==> config.mk <==
export PLATFORM = sky130hd
export DESIGN_NAME = alg_seq_ctrl
export DESIGN_NICKNAME = d
export VERILOG_FILES = /design/src/rtl/alg_seq_ctrl.sv
export SDC_FILE = /design/constraint.sdc
export NUM_CORES = 1
export LEC_CHECK = 0
export BUFFER_PORTS_ARGS = -buffer_cell sky130_fd_sc_hd__clkbuf_2
export CAP_MARGIN = 20
export CORE_MARGIN = 8
export CORE_UTILIZATION = 25
export CTS_CLUSTER_SIZE = 28
export DETAILED_ROUTE_END_ITERATION = 7
export RECOVER_POWER = 50
export SLEW_MARGIN = 20
export SYNTH_ARGS = -nofsm -noshare
export SYNTH_HDL_FRONTEND = slang
export SYNTH_SLANG_ARGS = --single-unit
==> constraint.sdc <==
create_clock -name clk -period 2.3 [get_ports clk]
set_input_delay 0.23 -clock clk [delete_from_list [all_inputs] [get_ports clk]]
set_output_delay 0.23 -clock clk [all_outputs]
set_load 0.02 [all_outputs]
==> src/rtl/alg_seq_ctrl.sv <==
// -----------------------------------------------------------------------------
// alg_seq_ctrl
//
// Sequencing controller for the 4-bit combinational ALU `alg`. It collects
// operand A, an operator and operand B from single-cycle keypad strobes. It
// holds them on the ALU inputs, waits EXEC_WAIT cycles for the ALU to settle,
// then captures the full-width result for the display path. It also counts
// completed operations.
//
// Optional feature macro: ALG_CHAIN_EN
//   Defined   : op_valid in S_SHOW loads the low DW bits of the result into
//               operand A, takes the new operator, clears B and moves to S_B,
//               so calculations can be chained.
//   Undefined : op_valid in S_SHOW is ignored.
//
// Ports:
//   clk          in   system clock, rising edge
//   rst          in   synchronous active-high reset
//   clr          in   synchronous user clear (keeps op_count)
//   digit_valid  in   digit strobe
//   digit_in     in   [DW-1:0] digit value
//   op_valid     in   operator strobe
//   op_in        in   [OPW-1:0] operator code
//   eq_valid     in   "=" strobe
//   alu_a        out  [DW-1:0] registered operand A to alg.a
//   alu_b        out  [DW-1:0] registered operand B to alg.b
//   alu_op       out  [OPW-1:0] registered operator to alg.op
//   alu_out      in   [RW-1:0] result from alg.out
//   result       out  [RW-1:0] captured result, held until the next capture
//   result_valid out  one-cycle pulse when result is updated
//   busy         out  high while in S_EXEC
//   state_o      out  [1:0] current state encoding
//   op_count     out  [7:0] completed-operation counter (wraps)
// -----------------------------------------------------------------------------
module alg_seq_ctrl #(
    parameter int DW        = 4,
    parameter int OPW       = 3,
    parameter int RW        = 8,
    parameter int EXEC_WAIT = 1
) (
    input  logic           clk,
    input  logic           rst,
    input  logic           clr,
    input  logic           digit_valid,
    input  logic [DW-1:0]  digit_in,
    input  logic           op_valid,
    input  logic [OPW-1:0] op_in,
    input  logic           eq_valid,
    output logic [DW-1:0]  alu_a,
    output logic [DW-1:0]  alu_b,
    output logic [OPW-1:0] alu_op,
    input  logic [RW-1:0]  alu_out,
    output logic [RW-1:0]  result,
    output logic           result_valid,
    output logic           busy,
    output logic [1:0]     state_o,
    output logic [7:0]     op_count
);

    typedef enum logic [1:0] {
        S_A    = 2'd0,
        S_B    = 2'd1,
        S_EXEC = 2'd2,
        S_SHOW = 2'd3
    } state_t;

    // Four bits cover the legal EXEC_WAIT range of 1..15.
    localparam int CW = 4;
    localparam logic [CW-1:0] WAIT_LAST = CW'(EXEC_WAIT - 1);

    state_t         state, state_nxt;
    logic [CW-1:0]  wait_cnt, wait_nxt;
    logic [DW-1:0]  alu_a_nxt, alu_b_nxt;
    logic [OPW-1:0] alu_op_nxt;
    logic [RW-1:0]  result_nxt;
    logic           result_valid_nxt;
    logic [7:0]     op_count_nxt;

    assign busy    = (state == S_EXEC);
    assign state_o = state;

    // NOTE: every variable gets its hold value first, so no path through the
    // case statement leaves one unassigned and no latch is inferred.
    always_comb begin
        state_nxt        = state;
        wait_nxt         = wait_cnt;
        alu_a_nxt        = alu_a;
        alu_b_nxt        = alu_b;
        alu_op_nxt       = alu_op;
        result_nxt       = result;
        result_valid_nxt = 1'b0;
        op_count_nxt     = op_count;

        if (clr) begin
            // The user clear wins over every strobe, even mid-execution.
            state_nxt  = S_A;
            wait_nxt   = '0;
            alu_a_nxt  = '0;
            alu_b_nxt  = '0;
            alu_op_nxt = '0;
            result_nxt = '0;
        end else begin
            // Within each state the strobes are tested in priority order
            // eq > op > digit, skipping any that the state does not accept.
            unique case (state)
                S_A: begin
                    if (op_valid) begin
                        alu_op_nxt = op_in;
                        state_nxt  = S_B;
                    end else if (digit_valid) begin
                        alu_a_nxt = digit_in;
                    end
                end
                S_B: begin
                    if (eq_valid) begin
                        wait_nxt  = '0;
                        state_nxt = S_EXEC;
                    end else if (op_valid) begin
                        alu_op_nxt = op_in;
                    end else if (digit_valid) begin
                        alu_b_nxt = digit_in;
                    end
                end
                S_EXEC: begin
                    // Operands are frozen here so the ALU sees stable inputs
                    // for the whole settle window.
                    if (wait_cnt == WAIT_LAST) begin
                        result_nxt       = alu_out;
                        result_valid_nxt = 1'b1;
                        op_count_nxt     = op_count + 8'd1;
                        wait_nxt         = '0;
                        state_nxt        = S_SHOW;
                    end else begin
                        wait_nxt = wait_cnt + 1'b1;
                    end
                end
                S_SHOW: begin
                    if (eq_valid) begin
                        wait_nxt  = '0;
                        state_nxt = S_EXEC;
`ifdef ALG_CHAIN_EN
                    end else if (op_valid) begin
                        alu_a_nxt  = result[DW-1:0];
                        alu_b_nxt  = '0;
                        alu_op_nxt = op_in;
                        state_nxt  = S_B;
`endif
                    end else if (digit_valid) begin
                        alu_a_nxt = digit_in;
                        alu_b_nxt = '0;
                        state_nxt = S_A;
                    end
                end
                default: state_nxt = S_A;
            endcase
        end
    end

    // NOTE: sequential state uses non-blocking assignments so every register
    // samples the pre-edge values regardless of statement order.
    always_ff @(posedge clk) begin
        if (rst) begin
            state        <= S_A;
            wait_cnt     <= '0;
            alu_a        <= '0;
            alu_b        <= '0;
            alu_op       <= '0;
            result       <= '0;
            result_valid <= 1'b0;
            op_count     <= '0;
        end else begin
            state        <= state_nxt;
            wait_cnt     <= wait_nxt;
            alu_a        <= alu_a_nxt;
            alu_b        <= alu_b_nxt;
            alu_op       <= alu_op_nxt;
            result       <= result_nxt;
            result_valid <= result_valid_nxt;
            op_count     <= op_count_nxt;
        end
    end

endmodule

Yosys cells after proc, flatten, opt, wreduce, memory -nomap -nowiden
Cells that the tools add are included.
{"block": "word_totals", "out_inout_bits": 31, "register_bits": 34}
{"block": "op_classes", "eq_ne": 14, "n_addsub": 2, "n_mux": 23, "n_reduce_logical": 16, "bitwise": 2}
{"operator": "$mux 4", "n": 10}
{"operator": "$pmux 4 s2", "n": 3}
{"operator": "$ne 2x2->1 const B", "n": 8}
{"operator": "$mux 2", "n": 5}
{"operator": "$add 8x1->8 const B", "n": 1}
{"operator": "$pmux 2 s4", "n": 1}
{"operator": "$reduce_bool 2->1", "n": 4}
{"operator": "$mux 3", "n": 2}
{"operator": "$pmux 3 s2", "n": 1}
{"operator": "$reduce_and 2->1", "n": 3}
{"operator": "$reduce_and 3->1", "n": 2}
{"operator": "$reduce_and 6->1", "n": 1}
{"operator": "$add 4x1->4 const B", "n": 1}
{"operator": "$eq 2x2->1 const B", "n": 2}
{"operator": "$logic_not 4->1", "n": 1}
{"operator": "$ne 2x1->1 const B", "n": 2}
{"operator": "$reduce_and 4->1", "n": 1}
{"operator": "$reduce_or 2->1", "n": 2}
{"operator": "$ne 3x3->1 const B", "n": 1}
{"operator": "$reduce_or 3->1", "n": 1}
{"operator": "$eq 2x1->1 const B", "n": 1}
{"operator": "$logic_not 2->1", "n": 1}
{"operator": "$not 1->1", "n": 2}
{"operator": "$mux 1", "n": 1}

Depth between registers and ports, before layout
{"block": "logic_depth", "ltp_word": 4, "mapped_depth": 6}

Worst setup path after synthesis
Ideal clock, no wire load.
{"block": "synth_timing", "path_kind": "register -> register", "startpoint": "reg wait_cnt[0]", "endpoint": "reg op_count[7]", "n_path_buf": 1, "setup_ns": 0.121, "path_stages_with_launch": 7, "slack_ns": 0.523, "period_less_slack_ns": 1.777, "t_required_ns": 2.179, "arrival_time_ns": 1.656, "path_cell_list": "dfxtp_1 -> inv_1 -> ha_1 -> or3b_4 -> buf_6 -> nor4_1 -> mux2_2"}
{"block": "synth_between", "elab_chain_cells": 2}
{"item": "start: declaration", "line": "72", "text": "logic [CW-1:0] wait_cnt, wait_nxt;"}
{"item": "start signal: assignment", "line": "173", "text": "wait_cnt <= wait_nxt;"}
{"item": "$logic_not 4->1", "line": "127", "text": "if (wait_cnt == WAIT_LAST) begin"}
{"item": "$reduce_and 3->1 (no line)"}
{"item": "end signal: assignment", "line": "179", "text": "op_count <= op_count_nxt;"}
{"item": "end: declaration", "line": "57", "text": "output logic [7:0] op_count"}
Every way passes these cells.
A chain may end at the register's enable or synchronous reset.

Final worst setup path
{"block": "layout_timing", "startpoint": "reg state[0], in the netlist state_o[0]", "endpoint": "out busy"}
{"block": "layout_between", "elab_chain_cells": 1}
{"item": "start: declaration", "line": "71", "text": "state_t state, state_nxt;"}
{"item": "start signal: assignment", "line": "172", "text": "state <= state_nxt;"}
{"item": "$eq 2x2->1", "line": "79", "text": "assign busy = (state == S_EXEC);"}
{"item": "end: declaration", "line": "55", "text": "output logic busy,"}
Every way passes these cells.

==> results.txt <==
post-route ant nets - 0
sw power - 0.272 mW
worst relative slew slack - 0.562
Power Density - 595 mW/mm^2
# IOs - 52
insertion delay to the later sink of the worst-skew pair - 0.29 ns
Max Buffers Root-to-Sink - 2
Port Buf Inserts - 51
Tot Pwr - 1.14 mW
post-CTS setup buffers - 0
Rows - 28
Max Cap Violations - 0
Residual DRC - 0
Seq pwr share - 0.528
GPL Wtd Cong - 0.692
H-tree level count - 2
Initial Util - 0.260
Initial DRC Count - 51
WL/cell - 14.1 um
syn avg cell area - 8.40 um^2
Crit Path Class - flip-flop to output pin
Final Hold Vio Count - 0
hold_buf cts - 0
clk root buf - clkbuf_8
vias in the first global route - 1468
placed cells - 300
Max Slew Vio Count - 0
final WL - 4330 um
Die Y - 94.7 um
detailed placer's ending HPWL - 3130 um
initial antenna violation count - 0
CTS Buf Count - 5
Yosys cell types - 33
Worst EP required - 2.07 ns
Synth top area share - 0.440
Yosys warning total - 0
post-route clock period utilization - 0.862
clk_skew - 0.00399 ns
post-DR vias/cell - 4.81
Synth Instances - 184
# setup viols final - 0
leak pwr - 0.663 nW
Worst Max-Slew Pin Slew - 0.655 ns
die area - 0.00896 mm^2
Cell Area, Synth - 0.00155 mm^2
number of diodes - 0
layout cell share with drive strength beyond 1 - 0.163
first-pass GRT wire length - 6910 um
die width - 94.7 um
Synth Net Count - 208
worst path arrival time - 1.75 ns
CP Capture Type - output pin
outcome - completed
vias - 1483
Worst-path clk slew - 0.07 ns
register area share after synthesis - 0.440
fin crit period - 1.98 ns
largest net degree at the start of global routing - 23
GRT Total Usage - 0.0976
Post-CTS Resized - 0
final setup TNS - 0 ns
DRT Pass-1 Iters - 4
#FFs+latches synth - 34
CP Launch Type - flip-flop
Switching Share - 0.240
Hold WC Path Type - primary input to flip-flop
fin cells - 308
# fillers - 669
clock sinks - 34
CP Max Fanout - 15
P&R area growth vs syn - 23.6%
Nets - 256
grt ovf - 0
Area contributors post-synth - dfxtp_1 (44%), a21oi_1 (8.1%), o21ai_0 (6.1%)
area leader, netlist - dfxtp_1
Pint - 0.864 mW
clock power share - 0.405
core box area - 0.00596 mm^2
logic gate share of total power - 0.067
RSZ-0062 raised after global routing - false
CTS tree - built
maximum vdd drop - 0.000223 V
Highest Clock Rate - 0.505 GHz
==> layer usage <==
| layer | track usage | wire length, um |
|---|---|---|
| met2 | 0.154 | 1980 |
| met3 | 0.0405 | 336 |
| met5 | 0 | 0 |
| met1 | 0.114 | 1950 |
| met4 | 0.0429 | 67 |
==> layout make-up <==
class / instances / area, um^2 / share of cell area
multi-input combinational: 133 / 796 / 0.416
sequential: 34 / 681 / 0.356
timing repair buffer: 52 / 228 / 0.119
tap: 75 / 93.8 / 0.0491
clock buffer: 7 / 86.3 / 0.0452
inverter: 6 / 22.5 / 0.0118
clock inverter: 1 / 5.00 / 0.00262
==> power groups by stage <==
| stage | registers (mW) | logic, mW | clock network, mW |
|---|---|---|---|
| after global routing | 0.601 | 0.0852 | 0.500 |
| after CTS | 0.600 | 0.0783 | 0.482 |
| after global placement | 0.613 | 0.0772 | 0 |
| after floorplan | 0.617 | 0.0372 | 0 |
| after detailed placement | 0.613 | 0.0778 | 0 |
| final | 0.600 | 0.0760 | 0.461 |
==> synthesized netlist by cell type (all sizes together) <==
cell type,number
o31ai,2
clkbuf,8
and2,1
nand4,6
nand2,16
ha,3
or3,1
o21ai,19
or4,2
mux2,4
inv,6
or2,1
buf,3
or3b,2
dfxtp,34
nor3b,3
nand3,15
nand3b,1
a211oi,1
nand4b,2
nand2b,3
nor2,8
nor4,4
mux2i,6
and3b,2
a21oi,25
nor2b,4
o21a,1
nor3,1
==> state kept, by name (all words and copies together) (netlist names) <==
signal / count
result_valid: 1
op_count: 8
wait_cnt: 4
result: 8
alu_a: 4
alu_b: 4
alu_op: 3
state_o: 2
==> final timing paths <==
kind                                                from                        to  slack, ns  cells after the start
worst max-delay path             state_o[0]$_SDFFE_PP0P_                      busy       0.32                      3
worst min-delay path                          alu_out[7]    result[7]$_SDFFE_PP0P_       0.17                      3
worst max register to register  wait_cnt[0]$_SDFFE_PP0P_  op_count[7]$_SDFFE_PP0P_       0.41                      5
worst min register to register     alu_a[0]$_SDFFE_PP0P_     alu_a[0]$_SDFFE_PP0P_       0.46                      2
==> cell usage in the layout, fill, tap and decap left out, types with 2 or more instances in the layout <==
cell type  synthesis  final
a21oi_1           25     25
and3b_1            2      2
clkbuf_1           8     29
clkbuf_2           0     23
clkbuf_8           0      6
dfxtp_1           34     34
ha_1               3      3
inv_1              6      6
mux2_2             4      4
mux2i_1            6      6
nand2_1           16     16
nand2b_1           3      2
nand3_1           15     15
nand4_1            6      6
nand4b_1           2      2
nor2_1             8      8
nor2b_1            4      4
nor3b_1            2      2
nor4_1             4      4
o21ai_0           19     19
o31ai_1            2      2
or4_1              2      2
==> critical path, stage by stage, from the launching register on <==
cell and delay [ns]:
dfxtp_1 0.44, nand2b_2 0.36, inv_1 0.40, clkbuf_2 0.25
==> kinds of logic (layout without fill, tap and decap cells) <==
logic type | count (synthesis) | in the layout | synth area share
flip-flops | 34 | 34 | 0.440
adder cells (fa/ha/maj) | 3 | 3 | 0.0243
buffers and inverters | 17 | 66 | 0.0469
AND/OR/NAND/NOR | 72 | 72 | 0.259
AO/OA/AOI/OAI | 48 | 48 | 0.162
multiplexers | 10 | 10 | 0.0680
==> metrics by stage <==
| step | setup WS, ns | utilization | cell area [um^2] | hold WS, ns |
|---|---|---|---|---|
| floorplan | 0.523 | - | 1550 | 0.372 |
| global placement | 0.482 | 0.311 | 1850 | 0.448 |
| detailed placement | 0.406 | 0.311 | 1850 | 0.448 |
| CTS | 0.106 | 0.326 | 1940 | 0.163 |
| global route | 0.183 | 0.321 | 1910 | 0.169 |
| finish | 0.318 | 0.321 | 1910 | 0.169 |
Note: power is estimated with default switching activity, not from simulation.
